===== src/rtl/interrupt_scheduler.sv =====
// Priority interrupt scheduler: edge-detected sources, maskable pending register, one-at-a-time dispatch.
// Defining INTSCHED_ACK_TIMEOUT_EN compiles in an ack watchdog that requeues an unacknowledged interrupt.
module interrupt_scheduler #(
   parameter int NUM_SRC = 8,
   parameter int TIMEOUT = 1024
) (
   input  logic               clk,
   input  logic               reset,
   input  logic [NUM_SRC-1:0] i_int,
   input  logic               i_mask_we,
   input  logic [NUM_SRC-1:0] i_mask_data,
   input  logic               i_ack,
   output logic               o_int,
   output logic [31:0]        o_int_id,
   output logic [NUM_SRC-1:0] o_pending,
   output logic               o_busy,
   output logic               o_timeout
);

   localparam logic [1:0] IDLE     = 2'd0;
   localparam logic [1:0] RAISE    = 2'd1;
   localparam logic [1:0] WAIT_ACK = 2'd2;

   logic [1:0]         r_state;
   logic [NUM_SRC-1:0] r_pending;
   logic [NUM_SRC-1:0] r_mask;
   logic [NUM_SRC-1:0] r_intPrev;
   logic               r_int;
   logic [31:0]        r_intId;

   logic [NUM_SRC-1:0] w_event;
   logic [NUM_SRC-1:0] w_eligible;
   logic [NUM_SRC-1:0] w_winnerHot;
   logic [NUM_SRC-1:0] w_clear;
   logic [NUM_SRC-1:0] w_requeue;
   logic [31:0]        w_winnerId;
   logic               w_dispatch;
   logic               w_expire;

   assign w_event    = i_int & ~r_intPrev;
   assign w_eligible = r_pending & ~r_mask;
   assign w_dispatch = (r_state == IDLE) && (|w_eligible);
   assign w_clear    = w_dispatch ? w_winnerHot : '0;

   // Scan from the top down so the lowest set index is the one left standing.
   always_comb begin
      w_winnerId  = 32'd0;
      w_winnerHot = '0;
      for (int k = NUM_SRC - 1; k >= 0; k--) begin
         if (w_eligible[k]) begin
            w_winnerId     = 32'(k + 1);
            w_winnerHot    = '0;
            w_winnerHot[k] = 1'b1;
         end
      end
   end

`ifdef INTSCHED_ACK_TIMEOUT_EN
   localparam int CNT_W = (TIMEOUT > 1) ? $clog2(TIMEOUT + 1) : 1;

   logic [CNT_W-1:0]   r_toCount;
   logic               r_timeout;
   logic [NUM_SRC-1:0] w_inServiceHot;

   always_comb begin
      w_inServiceHot = '0;
      for (int k = 0; k < NUM_SRC; k++) begin
         w_inServiceHot[k] = (r_intId == 32'(k + 1));
      end
   end

   // An ack on the expiry cycle takes precedence, so expiry requires i_ack low.
   assign w_expire  = (r_state == WAIT_ACK) && !i_ack && (r_toCount == CNT_W'(TIMEOUT - 1));
   assign w_requeue = w_expire ? w_inServiceHot : '0;

   always_ff @(posedge clk or negedge reset) begin
      if (!reset) begin
         r_toCount <= '0;
         r_timeout <= 1'b0;
      end else begin
         r_timeout <= w_expire;
         if ((r_state == WAIT_ACK) && !i_ack && !w_expire) begin
            r_toCount <= r_toCount + 1'b1;
         end else begin
            r_toCount <= '0;
         end
      end
   end

   assign o_timeout = r_timeout;
`else
   logic w_unusedTimeout;

   assign w_unusedTimeout = (TIMEOUT > 0);
   assign w_expire        = 1'b0;
   assign w_requeue       = '0;
   assign o_timeout       = 1'b0;
`endif

   // A new event on the bit being dispatched survives the clear.
   always_ff @(posedge clk or negedge reset) begin
      if (!reset) begin
         r_pending <= '0;
         r_intPrev <= '0;
      end else begin
         r_intPrev <= i_int;
         r_pending <= (r_pending & ~w_clear) | w_event | w_requeue;
      end
   end

   always_ff @(posedge clk or negedge reset) begin
      if (!reset) begin
         r_mask <= '0;
      end else if (i_mask_we) begin
         r_mask <= i_mask_data;
      end
   end

   always_ff @(posedge clk or negedge reset) begin
      if (!reset) begin
         r_state <= IDLE;
         r_int   <= 1'b0;
         r_intId <= 32'd0;
      end else begin
         r_int <= 1'b0;
         case (r_state)
            IDLE: begin
               if (w_dispatch) begin
                  r_intId <= w_winnerId;
                  r_int   <= 1'b1;
                  r_state <= RAISE;
               end
            end
            RAISE: begin
               r_state <= WAIT_ACK;
            end
            WAIT_ACK: begin
               if (i_ack || w_expire) begin
                  r_intId <= 32'd0;
                  r_state <= IDLE;
               end
            end
            default: begin
               r_state <= IDLE;
            end
         endcase
      end
   end

   assign o_int     = r_int;
   assign o_int_id  = r_intId;
   assign o_pending = r_pending;
   assign o_busy    = (r_state != IDLE);

endmodule

===== config.mk =====
export PLATFORM = sky130hd
export DESIGN_NAME = interrupt_scheduler
export DESIGN_NICKNAME = d
export VERILOG_FILES = /design/src/rtl/interrupt_scheduler.sv
export SDC_FILE = /design/constraint.sdc
export NUM_CORES = 1
export LEC_CHECK = 0
export CORE_MARGIN = 3
export CORE_UTILIZATION = 45
export DETAILED_ROUTE_END_ITERATION = 8
export PLACE_DENSITY = 0.84
export SLEW_MARGIN = 30
export SYNTH_ARGS = -nofsm -noshare
export SYNTH_HDL_FRONTEND = slang
export SYNTH_SLANG_ARGS = --single-unit

===== constraint.sdc =====
create_clock -name clk -period 4.2 [get_ports clk]
set_clock_uncertainty 0.15 [all_clocks]
set_input_delay 1.26 -clock clk [delete_from_list [all_inputs] [get_ports clk]]
set_output_delay 1.26 -clock clk [all_outputs]
set_load 0.005 [all_outputs]

# ---- Word level (Yosys, flattened, before mapping)
# Cells that the tools add are included.
dict set report classes {
  add_sub_neg 0
  mul 0
  n_div 0
  magnitude_cmp 0
  n_eq_ne 4
  shifts 0
  n_mux 25
  n_bitwise 7
  n_reduce_logical 7
}
# cell count
set op_table {}
lappend op_table {{$mux W32} 7}
lappend op_table {{$mux W8} 9}
lappend op_table {{$pmux W32 S2} 1}
lappend op_table {{$and A8 B8 Y8} 3}
lappend op_table {{$not A8 Y8} 3}
lappend op_table {{$mux W4} 3}
lappend op_table {{$or A8 B8 Y8} 1}
lappend op_table {{$reduce_or A8 Y1} 1}
lappend op_table {{$pmux W2 S3} 1}
lappend op_table {{$mux W2} 2}
lappend op_table {{$ne A2 B2 Y1 const B} 2}
lappend op_table {{$reduce_bool A2 Y1} 2}
lappend op_table {{$reduce_and A3 Y1} 1}
lappend op_table {{$eq A2 B1 Y1 const B} 1}
lappend op_table {{$eq A2 B2 Y1 const B} 1}
lappend op_table {{$logic_not A2 Y1} 1}
lappend op_table {{$mux W1} 2}
lappend op_table {{$reduce_and A2 Y1} 1}
lappend op_table {{$logic_and A1 B1 Y1} 1}
dict set report totals {
  register_bits 59
  latch_bits 0
  mem_bits_rw 0
  romBits 0
  inputBits 20
  word_cells 49
  n_memories 0
}

# ---- Logic depth before layout (Yosys ltp)
# Gate-level depths: netlist of run 1.
dict set report logic_depth {
  depth_word 14
  mapped_depth 4
}

# ---- Worst setup path after synthesis of run 1
# No wires, ideal clock.
dict set report synth_path {
  path_kind {in2reg}
  start {input i_mask_we}
  end {register r_mask[0]}
  setup_time_ps 125
  arrival_time_ps 1890
  slack_ps 2035
  cell_stages 2
  path_buffers 1
  cell_sequence {clkbuf_1 > mux2_2}
}
# item line_no
set synth_rtl {}
lappend synth_rtl {{from (decl)} 10} ;# input logic i_mask_we,
lappend synth_rtl {{to (signal assigned)} 115} ;# r_mask <= i_mask_data;
lappend synth_rtl {{to (decl)} 26} ;# logic [NUM_SRC-1:0] r_mask;
# No word-level cell between the ends.

# ---- Worst setup path in the final report of run 1
dict set report layout_path {
  start {register r_state[1]}
  end {output o_busy}
}
dict set report layout_between {
  elab_chain_len 1
}
# item line_no
set layout_lines {}
lappend layout_lines {{from (decl)} 24} ;# logic [1:0] r_state;
lappend layout_lines {{from (signal assigned)} 121} ;# r_state <= IDLE;
lappend layout_lines {{from (signal assigned)} 131} ;# r_state <= RAISE;
lappend layout_lines {{from (signal assigned)} 135} ;# r_state <= WAIT_ACK;
lappend layout_lines {{$reduce_bool A2 Y1} 153} ;# assign o_busy = (r_state != IDLE);
lappend layout_lines {{to (decl)} 16} ;# output logic o_busy,
# No other way between the ends.

==> flow_summary.yaml, run 1 <==
synthesis:
  synth-seq-cells: 31
  synth_cells: 136
  yosysWarnings: 0
  syn_area_per_cell_um2: 11.06
  synth_sequential_area_ratio: 0.5158
  syn-cell-area_mm2: 0.001504
  synth.distinct_cells: 32
layout:
  insertedDiodeCount: 0
  final_design_area_no_fill_mm2: 0.001822
  layout.cells.most_common_list: "33 x sky130_fd_sc_hd__clkdlybuf4s50_1, 31 x sky130_fd_sc_hd__dfrtp_1, 29 x sky130_fd_sc_hd__conb_1"
  utilization: 0.5824
  layout.cells.most_common: "sky130_fd_sc_hd__clkdlybuf4s50_1"
  syn_to_final_growth_pct: 21.13
  layout.nets: 195
  layout-drive-gt1-share: 0.1322
clocking:
  cts_max_level: 2
  path_clk_slew_ps: 80
  clock_sink_count: 31
  cts_tree: "done"
  post_cts_resized: 0
  numCtsBuffers: 5
  cts-hold-fix-buffers: 0
  post-cts-setup-buffers: 0
  cts_buffer_depth: 2
  insertion_delay_ps: 320
  cts.root.buffer_cell: "sky130_fd_sc_hd__clkbuf_4"
die:
  core.rowCount: 20
  pin_count: 63
  fp.coreArea_mm2: 0.003128
  initial_core_util: 0.4808
  die_width_um: 63.81
  chipHeight_um: 63.81
  overall_die_area_mm2: 0.004072
setup_path:
  worstSetupPathType: "register to primary output"
  cp_slowest_stage_delay_ps: 450
  worstSetupEndpointType: "primary output"
  worst_path_max_delay_cell: "sky130_fd_sc_hd__clkdlybuf4s50_1"
  critical_path_arrival_ps: 1520
  worstPathRequired_ps: 2790
  cp_cell_sequence: "nor2_2 -> inv_1 -> clkdlybuf4s50_1"
  critical-path-top-delay-family: "buffers and inverters"
  crit_path_max_fanout: 5
  cp-start-kind: "register"
  critical_path_buf_inv_count: 2
pwr:
  power_switching_share: 0.3136
  leakage_nw: 0.8438
  p_int_mw: 0.6005
  clock_power_share: 0.168
  max-vdd-ir-drop_mv: 0.2224
  fin_total_pwr_mw: 0.8748
  share_seq_of_total_power: 0.465
  p_sw_mw: 0.2743
  power_frac_comb: 0.367
  pwr_density_cell_mw_per_mm2: 480.2
timing:
  setup_total_negative_slack_ps: 0
  post-route-period-util: 0.6965
  hold_viol_final: 0
  report.final.setup_viol: 0
  min_clock_period_post_route_ps: 2925
  clock.fmax_mhz: 341.9
  rsz0062_at_grt: "no"
  timing.final.ws_setup_ps: 1275
  final_max_slew_viol_count: 0
flow_run:
  max-cap-violations: 0
route:
  detail_route.wirelength_um: 2669
  firstDrtPassIters: 4
  vias: 1002
  dr_wl_cell_um: 12.24
  drc_errors: 0
  initialDrtViolationCount: 19
  routed_via_density: 4.596
  drt.antenna.violating_nets: 0
global_routing:
  first_global_vias: 978
  overflow: 0
  grt_pass1_wl_um: 4519
  pin_count_of_the_biggest_net_entering_global_routing: 32
  antenna_found_initial: 0
  groute.usage.overall: 0.1456
placed_design:
  finalWeightedCongestion: 0.7708
  port-buffer-count: 33
  post-dp-hpwl_um: 2148
  pre_cts_ws_ps: 1565
  placement.cell_area_mm2: 0.001780
hold_path:
  holdCritPathClass: "register to register"
status:
  run_status: "finished clean"
-- worst paths after layout --
kind,from,endpoint,slack [ps],cells past startpoint
max in group asynchronous,reset,o_pending[0]$_DFF_PN0_,2460,2
max reg2reg,r_state[1]$_DFFE_PN0P_,o_pending[6]$_DFF_PN0_,2470,4
min,r_intPrev[5]$_DFF_PN0_,o_pending[5]$_DFF_PN0_,270,1
max,r_state[1]$_DFFE_PN0P_,o_busy,1270,3
min reg2reg,r_intPrev[5]$_DFF_PN0_,o_pending[5]$_DFF_PN0_,270,1
min in group asynchronous,reset,o_int_id[3]$_DFFE_PN0P_,1170,2
-- metal layers --
metal / track usage / up-vias / share of wire
met2: 0.2426 / 41 / 0.52
met5: 0 / - / 0
met4: 0.04852 / 0 / 0.013
met1: 0.1665 / 474 / 0.38
met3: 0.06327 / 5 / 0.083
li1: - / 482 / -
-- kinds of logic (layout without fill, tap and decap cells) --
kind of cell    count (synthesis)  after routing  share of synthesized area
compound gates                 25             25                     0.1148
buf+inv                        42             52                     0.1772
flops                          31             31                     0.5158
mux                            10             10                    0.07321
other cells                     1             29                   0.002493
simple gates                   27             27                     0.1165
-- worst register-to-register path, delay by kind of cell, from the launching register on --
| family | cells | cell delay, ps |
|---|---|---|
| simple gates | 2 | 530 |
| compound gates | 2 | 500 |
| flops | 1 | 410 |
-- final cells by class --
cell class / count / area, um2
Tap cell: 44 / 55.05
Timing Repair Buffer: 34 / 337.8
Clock buffer: 6 / 41.29
Multi-Input combinational cell: 91 / 566.8
Sequential cell: 31 / 775.7
Inverter: 12 / 45.04
Fill cell: 276 / 1306
-- cells in the mapped netlist (all sizes together) --
cell | count | area (um2)
nor2b | 1 | 6.260
o31ai | 3 | 22.52
or2b | 4 | 35.03
a221oi | 1 | 8.760
dfrtp | 31 | 775.7
o41ai | 1 | 8.760
o21ai | 10 | 50.05
mux2i | 2 | 20.02
o2bb2ai | 1 | 8.760
nand4 | 2 | 27.53
buf | 29 | 217.7
clkbuf | 1 | 3.750
nor3 | 1 | 5.000
o22ai | 3 | 18.77
a21boi | 1 | 7.510
nand2b | 4 | 25.02
and4 | 1 | 8.760
nor2 | 2 | 10.01
a211oi | 1 | 7.510
o31a | 2 | 27.53
nand3b | 1 | 7.510
nand2 | 9 | 33.78
a21oi | 1 | 5.000
inv | 12 | 45.04
and2b | 2 | 16.27
o211ai | 1 | 7.510
mux2 | 8 | 90.09
conb | 1 | 3.750
-- stage by stage --
stage / hold slack [ps] / instances
after floorplan: 249.6 / 164
after global placement: 251.6 / 212
after detailed placement: 261.2 / 212
after CTS: 272.5 / 218
after global routing: 290.6 / 218
final: 269.4 / 218
-- power by group through the flow --
stage               Combinational, mW  Clock, mW  Sequential, mW
global placement                0.312          0           0.408
detailed placement              0.322          0           0.415
floorplan                       0.185          0           0.408
finish                          0.321      0.147           0.407
global route                    0.357      0.166           0.417
CTS                             0.325      0.151           0.409
-- sequential cells by signal, summed over array words and instances (netlist names) --
signal and cells:
o_pending 8, r_mask 8, o_int 1, o_int_id 4, r_intPrev 8, r_state 2
Power figures use the tool's default switching activity.
==> run 2: changes to the inputs <==
--- a/config.mk
+++ b/config.mk
@@ -6,9 +6,9 @@
 export NUM_CORES = 1
 export LEC_CHECK = 0
 export CORE_MARGIN = 3
-export CORE_UTILIZATION = 45
+export CORE_UTILIZATION = 42
 export DETAILED_ROUTE_END_ITERATION = 8
-export PLACE_DENSITY = 0.84
+export PLACE_DENSITY = 0.79
 export SLEW_MARGIN = 30
 export SYNTH_ARGS = -nofsm -noshare
 export SYNTH_HDL_FRONTEND = slang
==> constraint.sdc (replaced) <==
create_clock -name clk -period 2.9 [get_ports clk]
set_clock_uncertainty 0.15 [all_clocks]
set_input_delay 0.87 -clock clk [delete_from_list [all_inputs] [get_ports clk]]
set_output_delay 0.87 -clock clk [all_outputs]
set_load 0.005 [all_outputs]
==> flow_summary.yaml, run 2 (synthesized netlist as in run 1, its figures left out) <==
route:
  dr_wl_cell_um: 12.02
  drc_errors: 0
  detail_route.wirelength_um: 2668
  initialDrtViolationCount: 36
  firstDrtPassIters: 4
  drt.antenna.violating_nets: 0
  routed_via_density: 4.437
  vias: 985
clocking:
  post_cts_resized: 0
  cts_tree: "done"
  clock_sink_count: 31
  numCtsBuffers: 5
  cts.root.buffer_cell: "sky130_fd_sc_hd__clkbuf_4"
  insertion_delay_ps: 320
  cts-hold-fix-buffers: 0
  path_clk_slew_ps: 80
  cts_max_level: 2
  cts_buffer_depth: 2
  post-cts-setup-buffers: 0
pwr:
  leakage_nw: 0.8582
  max-vdd-ir-drop_mv: 0.3211
  fin_total_pwr_mw: 1.326
  pwr_density_cell_mw_per_mm2: 716.1
setup_path:
  worstSetupEndpointType: "primary output"
  worstPathRequired_ps: 1880
  crit_path_max_fanout: 5
  cp-start-kind: "register"
  worstSetupPathType: "register to primary output"
  critical_path_arrival_ps: 1490
placed_design:
  finalWeightedCongestion: 0.7803
  post-dp-hpwl_um: 2124
  placement.cell_area_mm2: 0.001783
  port-buffer-count: 33
global_routing:
  first_global_vias: 978
  global_route.usage.met2: 0.2340
  pin_count_of_the_biggest_net_entering_global_routing: 32
  met1_usage: 0.1585
  gr-usage-met3: 0.04252
  groute.usage.overall: 0.1380
  antenna_found_initial: 0
  grt_pass1_wl_um: 4416
  busiest_layer: "met2"
  overflow: 0
layout:
  final_design_area_no_fill_mm2: 0.001852
  syn_to_final_growth_pct: 23.13
  layout.cells.most_common_list: "33 x sky130_fd_sc_hd__clkdlybuf4s50_1, 31 x sky130_fd_sc_hd__dfrtp_1, 29 x sky130_fd_sc_hd__conb_1"
  layout-drive-gt1-share: 0.1420
  layout.cells.most_common: "sky130_fd_sc_hd__clkdlybuf4s50_1"
  layout.nets: 195
  utilization: 0.5463
  insertedDiodeCount: 0
timing:
  final_max_slew_viol_count: 0
  setup_total_negative_slack_ps: 0
  report.final.setup_viol: 0
  clock.fmax_mhz: 398.2
  hold_viol_final: 0
  post-route-period-util: 0.8660
  rsz0062_at_grt: "no"
  hold-worst-slack_ps: 274.6
  min_clock_period_post_route_ps: 2511
die:
  chipHeight_um: 65.84
  die_width_um: 65.84
  overall_die_area_mm2: 0.004335
  core.rowCount: 21
  initial_core_util: 0.4437
  fp.coreArea_mm2: 0.003390
  pin_count: 63
hold_path:
  holdCritPathClass: "register to register"
status:
  run_status: "finished clean"
flow_run:
  max-cap-violations: 0
==> run 2: cell types whose count changed in the layout (fill, tap and decap cells not counted) <==
cell,delta
sky130_fd_sc_hd__clkbuf_8,+2
==> run 2: metal layers <==
metal	up-vias	part of all wire	wire (um)
met2	41	0.50	1340
met5	-	0	0
li1	479	-	-
met4	0	0.013	36
met3	6	0.078	208
met1	459	0.41	1082
==> run 2: final timing paths <==
check | depth (start not counted) | endpoint | startpoint | slack (ps)
min in group asynchronous | 2 | o_pending[4]$_DFF_PN0_ | reset | 770
max reg2reg | 4 | o_pending[6]$_DFF_PN0_ | r_state[1]$_DFFE_PN0P_ | 1180
min reg2reg | 1 | o_pending[0]$_DFF_PN0_ | r_intPrev[0]$_DFF_PN0_ | 270
max in group asynchronous | 2 | r_state[1]$_DFFE_PN0P_ | reset | 1550
min | 1 | o_pending[0]$_DFF_PN0_ | r_intPrev[0]$_DFF_PN0_ | 270
max | 3 | o_busy | r_state[1]$_DFFE_PN0P_ | 390
==> run 2: cell type report <==
class                           count  area, um2
Clock buffer                        8      68.82
Fill cell                         309       1538
Inverter                           12      45.04
Multi-Input combinational cell     91      566.8
Sequential cell                    31      775.7
Tap cell                           46      57.56
Timing Repair Buffer               34      337.8
==> run 2: through the flow <==
step / instances / setup slack [ps]
detailed placement: 214 / 648.3
global route: 222 / 291.8
global placement: 214 / 697.1
CTS: 222 / 382.1
floorplan: 164 / 1125
finish: 222 / 388.5
==> run 2: critical path, cell delays in order (launching register included) <==
cell and delay [ps]:
sky130_fd_sc_hd__dfrtp_1 420, sky130_fd_sc_hd__nor2_2 230, sky130_fd_sc_hd__inv_1 80, sky130_fd_sc_hd__clkdlybuf4s50_1 450
==> run 2: power breakdown <==
| part | internal (mW) | switching (mW) |
|---|---|---|
| registers | 0.523 | 0.0645 |
| logic | 0.261 | 0.202 |
| clock network | 0.142 | 0.133 |
| total | 0.926 | 0.400 |
==> run 3: changes to the inputs <==
--- a/config.mk
+++ b/config.mk
@@ -9,6 +9,7 @@
 export CORE_UTILIZATION = 42
 export DETAILED_ROUTE_END_ITERATION = 8
 export PLACE_DENSITY = 0.79
+export RECOVER_POWER = 25
 export SLEW_MARGIN = 30
 export SYNTH_ARGS = -nofsm -noshare
 export SYNTH_HDL_FRONTEND = slang
==> flow_summary.yaml, run 3 (synthesized netlist as in run 1, its figures left out) <==
timing:
  final_max_slew_viol_count: 0
  setup_total_negative_slack_ps: 0
  clock.fmax_mhz: 398.2
  rsz0062_at_grt: "no"
  hold_viol_final: 0
  min_clock_period_post_route_ps: 2511
  report.final.setup_viol: 0
  post-route-period-util: 0.8659
  timing.final.ws_setup_ps: 388.9
global_routing:
  pin_count_of_the_biggest_net_entering_global_routing: 32
  overflow: 0
  antenna_found_initial: 0
  groute.usage.overall: 0.1380
  grt_pass1_wl_um: 4416
  first_global_vias: 978
route:
  vias: 985
  firstDrtPassIters: 4
  detail_route.wirelength_um: 2665
  drc_errors: 0
  routed_via_density: 4.437
  initialDrtViolationCount: 36
  dr_wl_cell_um: 12.00
  drt.antenna.violating_nets: 0
clocking:
  numCtsBuffers: 5
  clock_sink_count: 31
  cts_max_level: 2
  cts_tree: "done"
  cts.root.buffer_cell: "sky130_fd_sc_hd__clkbuf_4"
  insertion_delay_ps: 320
  cts-hold-fix-buffers: 0
  path_clk_slew_ps: 80
  post-cts-setup-buffers: 0
  post_cts_resized: 0
  cts_buffer_depth: 2
setup_path:
  critical_path_buf_inv_count: 2
  cp_cell_sequence: "nor2_2 -> inv_1 -> clkdlybuf4s50_1"
  r2r_cells: 4
  startpoint_of_the_worst_slack_reg_to_reg_timing_path: "r_state[1]$_DFFE_PN0P_"
  worstSetupPathType: "register to primary output"
  worst_path_max_delay_cell: "sky130_fd_sc_hd__clkdlybuf4s50_1"
  crit_path_max_fanout: 5
  timing.rr.end: "o_pending[6]$_DFF_PN0_"
  crit_start: "r_state[1]$_DFFE_PN0P_"
  cp_slowest_stage_delay_ps: 450
  critical_path_arrival_ps: 1490
  worstSetupEndpointType: "primary output"
  cp-start-kind: "register"
  worstPathRequired_ps: 1880
  reg2reg_slack_ps: 1180
  critical-path-top-delay-family: "buffers and inverters"
layout:
  layout.cells.most_common_list: "31 x sky130_fd_sc_hd__dfrtp_1, 29 x sky130_fd_sc_hd__conb_1, 24 x sky130_fd_sc_hd__clkdlybuf4s50_1"
  layout-drive-gt1-share: 0.1420
  layout.nets: 195
  utilization: 0.5463
  layout.cells.most_common: "sky130_fd_sc_hd__dfrtp_1"
  insertedDiodeCount: 0
  fillCellCount: 309
  syn_to_final_growth_pct: 23.13
  final_design_area_no_fill_mm2: 0.001852
pwr:
  max-vdd-ir-drop_mv: 0.3199
  leakage_nw: 0.8606
  fin_total_pwr_mw: 1.324
  pwr_density_cell_mw_per_mm2: 714.8
status:
  run_status: "finished clean"
hold_path:
  worstHoldStart: "r_intPrev[0]$_DFF_PN0_"
  min_to: "o_pending[0]$_DFF_PN0_"
  holdCritPathClass: "register to register"
  worstHoldPathCells: 1
die:
  initial_core_util: 0.4437
  overall_die_area_mm2: 0.004335
  die_width_um: 65.84
  chipHeight_um: 65.84
  fp.coreArea_mm2: 0.003390
  pin_count: 63
  core.rowCount: 21
placed_design:
  finalWeightedCongestion: 0.7803
  placement.cell_area_mm2: 0.001783
  post-dp-hpwl_um: 2124
  port-buffer-count: 33
  pre_cts_ws_ps: 648.3
flow_run:
  max-cap-violations: 0
-- run 3: worst max path at each step --
stage / depth (start not counted) / to
finish: 3 / o_busy
global route: 3 / o_busy
CTS: 3 / o_busy
detailed placement: 2 / r_mask[7]$_DFFE_PN0P_
global placement: 2 / r_mask[3]$_DFFE_PN0P_
floorplan: 2 / r_mask[0]$_DFFE_PN0P_
-- run 3: cell type report --
type / instances / area (um2) / share of cell area
Tap cell: 46 / 57.56 / 0.03108
Timing Repair Buffer: 34 / 337.8 / 0.1824
Multi-Input combinational cell: 91 / 566.8 / 0.3061
Inverter: 12 / 45.04 / 0.02432
Clock buffer: 8 / 68.82 / 0.03716
Sequential cell: 31 / 775.7 / 0.4189
-- run 3: report_power, final --
| group | leakage [nW] | switching [mW] | internal [mW] |
|---|---|---|---|
| combinational | 0.470 | 0.202 | 0.258 |
| clock | 0.0386 | 0.133 | 0.142 |
| sequential | 0.352 | 0.0645 | 0.523 |
-- run 3: stage by stage --
step                      hold WS, ps  cells
final                           274.6    222
after global routing            292.5    222
after CTS                       277.7    222
after detailed placement        263.9    214
after global placement          251.1    214
after floorplan                 249.6    164
-- run 3: per-layer routing --
| metal | track usage | wire length [um] | up-vias |
|---|---|---|---|
| li1 | - | - | 479 |
| met1 | 0.1585 | 1082 | 459 |
| met2 | 0.2340 | 1339 | 41 |
| met3 | 0.04252 | 207 | 6 |
| met4 | 0.06218 | 36 | 0 |
| met5 | 0 | 0 | - |
==> edit 1: new RTL, flow settings as in run 3 <==
Set the parameter `NUM_SRC` to 16 (it was 8).
--- a/src/rtl/interrupt_scheduler.sv
+++ b/src/rtl/interrupt_scheduler.sv
@@ -2,5 +2,5 @@
 // Defining INTSCHED_ACK_TIMEOUT_EN compiles in an ack watchdog that requeues an unacknowledged interrupt.
 module interrupt_scheduler #(
-   parameter int NUM_SRC = 8,
+   parameter int NUM_SRC = 16,
    parameter int TIMEOUT = 1024
 ) (
Interface: changed (resized i_int, i_mask_data and o_pending); port bits go from 63 to 87. No check against the original RTL was run, so the function may have changed too.
==> edit 1 against run 3 <==
Maximum frequency decreased by 8.8%; total power grew 46%; final area is 80% higher; sequential power is 63% higher; clock power up 52%; sequential cell count grew 25; synthesized area increased by 78%; routed wire length grew 93%; synthesized cell count up 68%; first-iteration DRC count increased to 2.6 times the old value; utilization is 0.32 points higher; die area up 70%; setup slack got worse by 0.24 ns; critical endpoint unchanged; largest power group unchanged; highest routed layer unchanged.
==> edit 1: results (changes against run 3) <==
Layout cells sized above 1: 17.01% (+2.8 points)
P_sw: 585.6 uW (+46%)
Placer Congestion: 0.8217 (+5.3%)
Syn_area_per_cell: 11.72 sq um (+6.0%)
Post-DP Area: 3244 sq um (+82%)
GRT Total Usage: 14.80% (+1.0 points)
Setup slack after layout: 0.1463 ns (-0.2427 ns)
Met3 routed WL: 368 um (+78%)
R2R depth: 6 (+2)
Met1 Use GR: 20.42% (+4.6 points)
Fillcell total: 546 (+77%)
GRT met2 Usage: 22.78% (-0.63 points)
Status: finished, final reports clean
Top cells by area, synth: dfrtp_1 (52%), buf_4 (7.8%), mux2_2 (6.7%)
Critical path fanouts, max: 6 (+1)
Switch share: 30.30% (+0.090 points)
Violation count after the first detailed-routing iteration: 92 (+160%)
R2r setup slk: 0.77 ns (-0.41 ns)
FF-to-FF Start: o_pending[12]
Power Sequential: 954 uW (+63%)
Post-Route M1 WL: 2.326 mm (+110%)
CP max stage delay: 0.49 ns (+0.04 ns)
Reg-to-reg endpoint: o_int_id[0]
Commonest cells in the netlist: dfrtp_1 (56), buf_4 (28), inv_1 (23), mux2_2 (16)
Pre-CTS setup slack: 0.4790 ns (-0.1693 ns)
Met3 Usage GRT: 4.707% (+0.46 points)
Final Non-Filler Cells: 369 (+66%)
[edit 1: cell count changes in the layout (fill, tap and decap cells not counted), moves of 4 or more]
cell | before | now
inv_1 | 12 | 23
nor2_1 | 1 | 5
clkdlybuf4s50_1 | 24 | 42
mux2_2 | 8 | 16
clkbuf_4 | 5 | 0
nand2b_1 | 4 | 8
nor2b_2 | 0 | 4
o21ai_1 | 0 | 7
nor2b_1 | 1 | 6
dlygate4sd3_1 | 9 | 15
dfrtp_1 | 31 | 56
[edit 1: layout make-up]
type | instances | area share (%)
Sequential cell | 56 | 42.07
Multi-Input combinational cell | 145 | 31.74
Timing Repair Buffer | 62 | 18.14
Tap cell | 75 | 2.817
Inverter | 23 | 2.592
Clock buffer | 5 | 2.066
Clock inverter | 3 | 0.5635
[edit 1: kinds of logic after synthesis]
group	synth area share (%)
AOI/OAI and AO/OA	13.85
buffers and inverters	12.17
DFF	52.21
muxes	7.086
other	0.1397
and+or+nand+nor	14.55
==> edit 2: new RTL, settings of run 3 <==
Made on the original files. Take the reset off `r_pending` and load it in a clocked block of its own.
--- a/src/rtl/interrupt_scheduler.sv
+++ b/src/rtl/interrupt_scheduler.sv
@@ -101,10 +101,12 @@
    always_ff @(posedge clk or negedge reset) begin
       if (!reset) begin
-         r_pending <= '0;
          r_intPrev <= '0;
       end else begin
          r_intPrev <= i_int;
-         r_pending <= (r_pending & ~w_clear) | w_event | w_requeue;
       end
+   end
+
+   always_ff @(posedge clk) begin
+      r_pending <= (r_pending & ~w_clear) | w_event | w_requeue;
    end
 
Behaviour: not the same (a bounded check fails within 4 cycles, from zero or initial values and one cycle with reset low).
==> edit 2 against run 3 <==
Final area down 3.5%; setup slack got worse by 0.018 ns; register-to-register slack improved by 0.06 ns; total power fell by 3.4%; sequential cell count did not move; global-route usage down 0.49 points; routed wire length unchanged; first-iteration DRC count down 53%; largest cell class unchanged; synthesized area down 2.7%.
==> edit 2: results (changes against run 3) <==
Status: finished, final reports clean
GRT Total Usage: 13.30% (-0.49 points)
Via density: 4.536 (+2.2%)
Setup Buffers After CTS: 0 (unchanged)
Seq_cells: 31 (unchanged)
Clock transition at path regs: 0.09 ns
Hold Startpoint: r_intPrev[5]
Placer Congestion: 0.8003 (+2.6%)
Top cells by area, synth: dfrtp_1 (39%), buf_4 (15%), dfxtp_1 (11%)
Worst-Skew Late Latency: 0.32 ns (about the same)
Clk cell area share: 2.801% (-0.92 points)
First-pass GRT wire length: 4.278 mm (-3.1%)
Commonest cells in the netlist: buf_4 (29), dfrtp_1 (23), inv_1 (12), o21ai_0 (10), nand2_1 (9)
Netlist cell types: 33 (+3.1%)
Leak Pwr: 0.8366 nW (-2.8%)
FF-to-FF Start: r_state[1]
Hold Path End: o_pending[5]
Mux cell area share after synthesis: 7.521% (+0.20 points)
Multi-input gate share of the layout cell area: 31.72% (+1.1 points)
Synth Area in Compound Gates: 11.79% (+0.31 points)
Largest net degree at the start of global routing: 24 (-25%)
R2r setup slk: 1.24 ns (+0.06 ns)
Combinational share of power: 36.1% (+1.3 points)
CTS Root Cell: clkbuf_4
CLK BUF: 7 (-1)
Register area share after synthesis: 50.26% (-1.3 points)
Count of multi-input gates: 91 (unchanged)
HP Class: reg -> reg
Layout cells sized above 1: 13.07% (-1.1 points)
Non-clock inverters: 12 (unchanged)
Seq. cell area: 735.7 sq um (-5.2%)
R2R depth: 4 (unchanged)
Placed insts: 212 (-0.93%)
Worst VDD drop: 384.6 uV (+20%)
Leading cell kind: flip-flops and latches
Post-synth ARST share: 74.19% (-26 points)
Fillcell total: 281 (-9.1%)
Switch share: 31.51% (+1.3 points)
Clk network pwr share: 17.9% (-2.9 points)
Nonclk buf count: 34 (unchanged)
Violation count after the first detailed-routing iteration: 17 (-53%)
Layout buffering overhead excluding clock cells: 18.70% (+0.45 points)
Wire length per cell: 12.11 um (+0.91%)
Internal power: 875.7 uW (-5.2%)
Placed wire-length estimate: 2.133 mm (+0.42%)
CP Capture Point: o_busy
Reg-to-reg endpoint: o_pending[6]
Critical Path AT: 1.51 ns (+0.02 ns)
Vias in the first global route: 980 (+0.20%)
DRT Pass-1 Iters: 4 (unchanged)
Pre-CTS setup slack: 0.6560 ns (+0.007699 ns)
DRT Wirelength: 2.665 mm (unchanged)
Primary FF master, synth: dfrtp_1
Tmin final: 2.529 ns (+0.01791 ns)
Number of inserted diodes: 0 (unchanged)
[edit 2: cell count changes after synthesis]
cell / change
dfrtp_1: -8
dfxtp_1: +8
[edit 2: kinds of logic (layout without fill, tap and decap cells)]
logic type | count (synthesis) | in the layout
AOI/OAI and AO/OA | 25 | 25
and+or+nand+nor | 27 | 27
DFF | 31 | 31
other | 1 | 29
buffers and inverters | 42 | 54
muxes | 10 | 10
[edit 2: per-layer routing]
layer | up-vias | track usage (%) | wire [um]
li1 | 475 | - | -
met1 | 462 | 14.29 | 1063
met2 | 55 | 23.63 | 1297
met3 | 6 | 4.159 | 264
met4 | 0 | 6.218 | 39
met5 | - | 0 | 0
[edit 2: critical path, cell delays in order, from the launching register on]
cell and delay (ns):
dfrtp_1 0.42, nor2_2 0.21, inv_1 0.09, clkdlybuf4s50_1 0.47
[edit 2: stage by stage]
step,hold slack (ns),cell area (sq um)
finish,0.2800,1787
global route,0.2996,1787
CTS,0.2799,1790
detailed placement,0.2672,1740
global placement,0.2578,1740
floorplan,0.2534,1569
